**config.mk**
```make
export PLATFORM = sky130hd
export DESIGN_NAME = hqc_rmdecod_bytepack
export DESIGN_NICKNAME = d
export VERILOG_FILES = /design/src/rtl/hqc_rmdecod_bytepack.sv
export SDC_FILE = /design/constraint.sdc
export NUM_CORES = 1
export LEC_CHECK = 0
export CAP_MARGIN = 20
export CORE_ASPECT_RATIO = 0.75
export CORE_MARGIN = 5
export CORE_UTILIZATION = 42
export CTS_CLUSTER_DIAMETER = 150
export DETAILED_ROUTE_END_ITERATION = 8
export PLACE_DENSITY_LB_ADDON = 0.25
export RECOVER_POWER = 50
export SLEW_MARGIN = 20
export SYNTH_ARGS = -nofsm -noshare
export SYNTH_HDL_FRONTEND = slang
export SYNTH_SLANG_ARGS = --single-unit
```
**constraint.sdc**
```tcl
create_clock -name clk_i -period 3.7 [get_ports clk_i]
set_input_delay 1.11 -clock clk_i [delete_from_list [all_inputs] [get_ports clk_i]]
set_output_delay 1.11 -clock clk_i [all_outputs]
set_load 0.005 [all_outputs]
```
**src/rtl/hqc_rmdecod_bytepack.sv**
```systemverilog
`default_nettype none
// ============================================================================
// Module      : hqc_rmdecod_bytepack
// Description : Packs decoded RM bytes little-endian into 64-bit words behind a
//               2-entry output FIFO. Optional checker: HQC_BYTEPACK_ERRCHK_EN.
// Revision    : 1.0 - initial release
// ============================================================================
module hqc_rmdecod_bytepack #(
    parameter int PARAM_SECURITY = 128,
    parameter int N1             = (PARAM_SECURITY == 256) ? 90 :
                                   (PARAM_SECURITY == 192) ? 56 : 46,
    parameter int DOUT_W         = 64,
    parameter int NWORDS         = (N1 + 7) / 8
) (
    input  logic              clk_i,
    input  logic              rst_i,
    input  logic              start_i,
    input  logic [7:0]        din_i,
    input  logic              din_valid_i,
    output logic [DOUT_W-1:0] dout_o,
    output logic [3:0]        dout_addr_o,
    output logic              dout_valid_o,
    input  logic              dout_ready_i,
    output logic              done_o,
    output logic              err_o
);

    localparam int              c_BCW       = $clog2(N1);
    localparam logic [c_BCW-1:0] c_LAST_BYTE = c_BCW'(N1 - 1);
    localparam logic [3:0]       c_LAST_WORD = 4'(NWORDS - 1);

    typedef enum logic [1:0] {
        S_IDLE  = 2'd0,
        S_PACK  = 2'd1,
        S_FLUSH = 2'd2
    } state_t;

    state_t             state_q, state_d;
    logic [c_BCW-1:0]   byte_cnt_q, byte_cnt_d;
    logic [2:0]         lane_q, lane_d;
    logic [3:0]         word_q, word_d;
    logic [DOUT_W-1:0]  pack_q, pack_d;
    logic               pend_vld_q, pend_vld_d;
    logic [DOUT_W-1:0]  pend_data_q, pend_data_d;
    logic [3:0]         pend_addr_q, pend_addr_d;
    logic [1:0]         fifo_cnt_q, fifo_cnt_d;
    logic [DOUT_W-1:0]  head_data_q, head_data_d;
    logic [3:0]         head_addr_q, head_addr_d;
    logic [DOUT_W-1:0]  tail_data_q, tail_data_d;
    logic [3:0]         tail_addr_q, tail_addr_d;

    logic               w_accept;
    logic               w_last;
    logic               w_pop;
    logic               w_push;
    logic               w_done;
    logic [DOUT_W-1:0]  w_merged;
`ifdef HQC_BYTEPACK_ERRCHK_EN
    logic               w_ovf;
    logic               err_q, err_d;
`endif

    assign w_accept = (state_q == S_PACK) && din_valid_i && !start_i;
    assign w_last   = (byte_cnt_q == c_LAST_BYTE);
    assign w_merged = pack_q | (DOUT_W'(din_i) << {lane_q, 3'b000});
    assign w_pop    = (fifo_cnt_q != 2'd0) && dout_ready_i;
    assign w_push   = pend_vld_q;
    // A simultaneous start or reset aborts the message, so no completion pulse
    assign w_done   = w_pop && (state_q == S_FLUSH) && (head_addr_q == c_LAST_WORD)
                      && !start_i && !rst_i;

    always_comb begin
        state_d     = state_q;
        byte_cnt_d  = byte_cnt_q;
        lane_d      = lane_q;
        word_d      = word_q;
        pack_d      = pack_q;
        pend_vld_d  = 1'b0;
        pend_data_d = pend_data_q;
        pend_addr_d = pend_addr_q;

        if (start_i) begin
            state_d    = S_PACK;
            byte_cnt_d = '0;
            lane_d     = 3'd0;
            word_d     = 4'd0;
            pack_d     = '0;
        end else begin
            if (w_accept) begin
                if (lane_q == 3'd7 || w_last) begin
                    pend_vld_d  = 1'b1;
                    pend_data_d = w_merged;
                    pend_addr_d = word_q;
                    pack_d      = '0;
                    lane_d      = 3'd0;
                    word_d      = w_last ? 4'd0 : word_q + 4'd1;
                end else begin
                    pack_d = w_merged;
                    lane_d = lane_q + 3'd1;
                end
                byte_cnt_d = w_last ? '0 : byte_cnt_q + c_BCW'(1);
                if (w_last) begin
                    state_d = S_FLUSH;
                end
            end
            if (state_q == S_FLUSH && w_done) begin
                state_d = S_IDLE;
            end
        end
    end

    always_comb begin
        fifo_cnt_d  = fifo_cnt_q;
        head_data_d = head_data_q;
        head_addr_d = head_addr_q;
        tail_data_d = tail_data_q;
        tail_addr_d = tail_addr_q;
`ifdef HQC_BYTEPACK_ERRCHK_EN
        w_ovf       = 1'b0;
`endif
        if (start_i) begin
            fifo_cnt_d = 2'd0;
        end else begin
            case (fifo_cnt_q)
                2'd0: begin
                    if (w_push) begin
                        head_data_d = pend_data_q;
                        head_addr_d = pend_addr_q;
                        fifo_cnt_d  = 2'd1;
                    end
                end
                2'd1: begin
                    if (w_push && w_pop) begin
                        head_data_d = pend_data_q;
                        head_addr_d = pend_addr_q;
                    end else if (w_push) begin
                        tail_data_d = pend_data_q;
                        tail_addr_d = pend_addr_q;
                        fifo_cnt_d  = 2'd2;
                    end else if (w_pop) begin
                        fifo_cnt_d = 2'd0;
                    end
                end
                default: begin
                    if (w_pop) begin
                        head_data_d = tail_data_q;
                        head_addr_d = tail_addr_q;
                        if (w_push) begin
                            tail_data_d = pend_data_q;
                            tail_addr_d = pend_addr_q;
                        end else begin
                            fifo_cnt_d = 2'd1;
                        end
                    end else if (w_push) begin
                        // Full with no pop: the newest word is dropped
`ifdef HQC_BYTEPACK_ERRCHK_EN
                        w_ovf = 1'b1;
`endif
                    end
                end
            endcase
        end
    end

`ifdef HQC_BYTEPACK_ERRCHK_EN
    always_comb begin
        err_d = err_q | w_ovf | (din_valid_i && (state_q != S_PACK));
        if (start_i) begin
            err_d = 1'b0;
        end
    end

    always_ff @(posedge clk_i) begin
        if (rst_i) begin
            err_q <= 1'b0;
        end else begin
            err_q <= err_d;
        end
    end

    assign err_o = err_q;
`else
    assign err_o = 1'b0;
`endif

    always_ff @(posedge clk_i) begin
        if (rst_i) begin
            state_q     <= S_IDLE;
            byte_cnt_q  <= '0;
            lane_q      <= 3'd0;
            word_q      <= 4'd0;
            pack_q      <= '0;
            pend_vld_q  <= 1'b0;
            pend_data_q <= '0;
            pend_addr_q <= 4'd0;
            fifo_cnt_q  <= 2'd0;
            head_data_q <= '0;
            head_addr_q <= 4'd0;
            tail_data_q <= '0;
            tail_addr_q <= 4'd0;
        end else begin
            state_q     <= state_d;
            byte_cnt_q  <= byte_cnt_d;
            lane_q      <= lane_d;
            word_q      <= word_d;
            pack_q      <= pack_d;
            pend_vld_q  <= pend_vld_d;
            pend_data_q <= pend_data_d;
            pend_addr_q <= pend_addr_d;
            fifo_cnt_q  <= fifo_cnt_d;
            head_data_q <= head_data_d;
            head_addr_q <= head_addr_d;
            tail_data_q <= tail_data_d;
            tail_addr_q <= tail_addr_d;
        end
    end

    assign dout_o       = head_data_q;
    assign dout_addr_o  = head_addr_q;
    assign dout_valid_o = (fifo_cnt_q != 2'd0);
    assign done_o       = w_done;

endmodule
`default_nettype wire
```
==> key figures <==
Logic synthesis
  • Cells after Synth: 1,258
  • Count of synthesis-stage warnings from yosys: 0
  • Top flip-flop cell by instance count after synthesis: dfxtp_1
  • Cell area after synthesis: 11,000 um2
  • FF+latch count, synth: 286
  • Dominant cell by count in the synthesized netlist: dfxtp_1
  • Biggest area contributors in the synthesized netlist: dfxtp_1, a21oi_1, a211oi_1, mux2i_1, nand2_1
  • Net count of the mapped netlist: 1,276
  • Share of flip-flops with an asynchronous set or reset: 0
  • Most instantiated cells after synthesis: dfxtp_1, a21oi_1, nand2_1, nor2_1, a211oi_1
  • Count of distinct cell types in the synthesized netlist: 45
  • Cell taking the most area after synthesis: dfxtp_1
  • Sequential area share after synthesis: 0.521
  • Syn avg cell area: 8.74 um2
  • Area fraction of the dominant cell type after synthesis: 0.521
  • Count of flip-flops with a built-in enable after synthesis: 0

Clocking
  • Clock tree from TritonCTS: done
  • Buffer count from post-CTS setup fixing: 0
  • Clock sink count: 286
  • Maximum number of buffers from clock root to sink: 3
  • Source-to-sink clock delay at the later pin of the worst-skew pair: 0.53 ns
  • H-Tree Depth: 1
  • Clock-pin transition on the worst setup and hold timing paths: 0.06 ns
  • Number of clock buffers inserted by TritonCTS: 29
  • Hold-fix buffer count after cts: 0
  • Buffer cell driving the clock tree root: clkbuf_16

Place
  • Number of placed cells counting well taps: 1,583
  • Final GP Congestion: 0.797
  • Detailed placement HPWL: 15,300 um
  • Count of input and output buffers: 82
  • Placed Instance Area: 12,000 um2

Floorplan
  • Std-Cell Core Area: 25,800 um2
  • FP Rows: 51
  • I/O pin count: 84
  • Starting Density: 0.425
  • Area enclosed by the die boundary: 29,500 um2
  • Overall die height: 150 um
  • Die X: 197 um

Final layout
  • Share of final-layout standard cells stronger than drive strength 1: 0.0635
  • Fin area: 13,000 um2
  • Area growth syn-to-layout: 18.2%
  • ANT cells: 0
  • Fin cells: 1,636
  • Number of nets in the layout: 1,288

Timing
  • Setup violation total in the final timing report: 0
  • Number of pins with negative max-slew slack in the final report: 0
  • Sum of negative setup slack: 0 ns
  • Measured slew at the worst slew-check pin: 1.39 ns
  • Fin crit period: 3.45 ns
  • Worst rel slew slack: 0.0756
  • Clock tree skew after final layout: 0.0110 ns
  • Final cycle utilization of the critical path: 0.934
  • Fmax: 0.290 GHz
  • Unrepaired setup endpoints after global routing: false
  • Count of final hold-check violations: 0

Routing
  • Sum of routed wire length over all layers: 25,900 um
  • 1st-pass router iterations: 5
  • Iteration-0 DRC count of the detailed router: 660
  • Routed len/inst: 15.8 um
  • Post-detailed-route count of antenna-violating nets: 0
  • Number of vias in the routed layout: 8,735
  • Post-detailed-route DRC marker count: 0
  • Detailed-route vias per instance: 5.34

Hold path
  • Worst Hold Depth: 2
  • HP Class: flip-flop to flip-flop
  • Beginning of the worst hold path: tail_data_q[60]$_SDFFE_PP0P_

Global routing
  • Vias in the first global route: 7,892
  • Total routing usage reported by global routing: 0.170
  • GR Overflow Total: 0
  • Wire length of the first global-routing pass: 42,400 um
  • Initial antenna violation count: 0
  • Pin count of the biggest net entering global routing: 183

Critical path
  • Worst Path Required: 2.59 ns
  • Worst R2R Setup Slack: 0.80 ns
  • Origin of the worst setup path: start_i
  • Worst setup path category: input pin to output port
  • Crit path launch type: input pin
  • Endpoint type of the worst setup path: output port
  • Reg-to-reg startpoint: fifo_cnt_q[1]$_SDFFE_PP0P_
  • Cell depth of the worst flop-to-flop path: 7
  • Arrival time of data at the critical path endpoint: 2.34 ns
  • Max FO, Critical Path: 2

Status
  • Outcome: complete, no violations

Pwr
  • Worst voltage drop across the vdd grid: 0.000430 V
  • Total power density per cell area: 493 nW/um2
  • Leakage Power: 4.15 nW

Run
  • Number of max-capacitance violations reported: 0
-- final timing paths --
check                                  to
max reg2reg        dout_o[0]$_SDFFE_PP0P_
min          tail_data_q[60]$_SDFFE_PP0P_
max                                done_o
min reg2reg  tail_data_q[60]$_SDFFE_PP0P_
-- routing by layer --
layer,GRT usage,part of all wire
met5,0,0
met4,0.0329,0.014
met1,0.268,0.53
met3,0.0282,0.042
met2,0.243,0.42
-- sequential cells by signal (all words and copies together), names as in the netlist --
signal       cells
byte_cnt_q       6
dout_addr_o      4
dout_o          64
fifo_cnt_q       2
lane_q           3
pack_q          64
pend_addr_q      4
pend_data_q     64
pend_vld_q       1
state_q          2
tail_addr_q      4
tail_data_q     64
word_q           4
-- cell families after synthesis --
family	share of synthesized area
mux	0.0619
xor+xnor	0.00398
fa+ha+maj	0.00569
flops	0.521
compound gates	0.225
other cells	0.000341
buf+inv	0.0510
simple gates	0.131
-- where the power goes --
part	internal (mW)	total, mW	switching [mW]
registers	3.08	3.08	0.00301
clock network	1.96	3.18	1.22
logic	0.0310	0.139	0.108
-- placed cells by master, fill, tap and decap left out, drive strengths merged, types with 4 or more instances in the layout --
master and n:
a211oi 134, a21oi 275, and2 9, buf 18, bufinv 5, clkbuf 48
clkdlybuf4s50 10, clkinv 5, dfxtp 286, dlygate4sd3 70, ha 5, inv 4
mux2i 68, nand2 151, nand3 6, nand4 5, nor2 146, nor3 4
o21ai 11, xor2 4
-- layout make-up --
cell class | instances | area [um2]
well taps | 344 | 430
clock buffers | 42 | 865
repair buffers | 105 | 1040
clock inverters | 11 | 184
multi-input cells | 845 | 4740
fillers | 2437 | 12800
flip-flops and latches | 286 | 5730
inverters | 3 | 11.3
-- worst max-delay path: stages --
cell and delay [ns]:
clkdlybuf4s50_1 0.43, nor2_1 0.15, nand2_1 0.08, nor4_2 0.29
dlygate4sd2_1 0.27
-- metrics by stage --
step                setup slack (ns)  hold WS, ns  utilization  power [mW]
floorplan                      0.709        0.436            -        3.24
detailed placement           -0.0658        0.446        0.464        3.29
CTS                            0.262        0.455        0.505        6.47
finish                         0.246        0.452        0.503        6.41
global placement             -0.0825        0.441        0.464        3.29
global route                   0.151        0.469        0.503        6.62
-- what timing repair did --
item,4_1_cts,5_1_grt
hold endpoints to repair,0,0
resized for setup,2,0
endpoints found under the setup margin,1,0
Power figures use the tool's default switching activity.
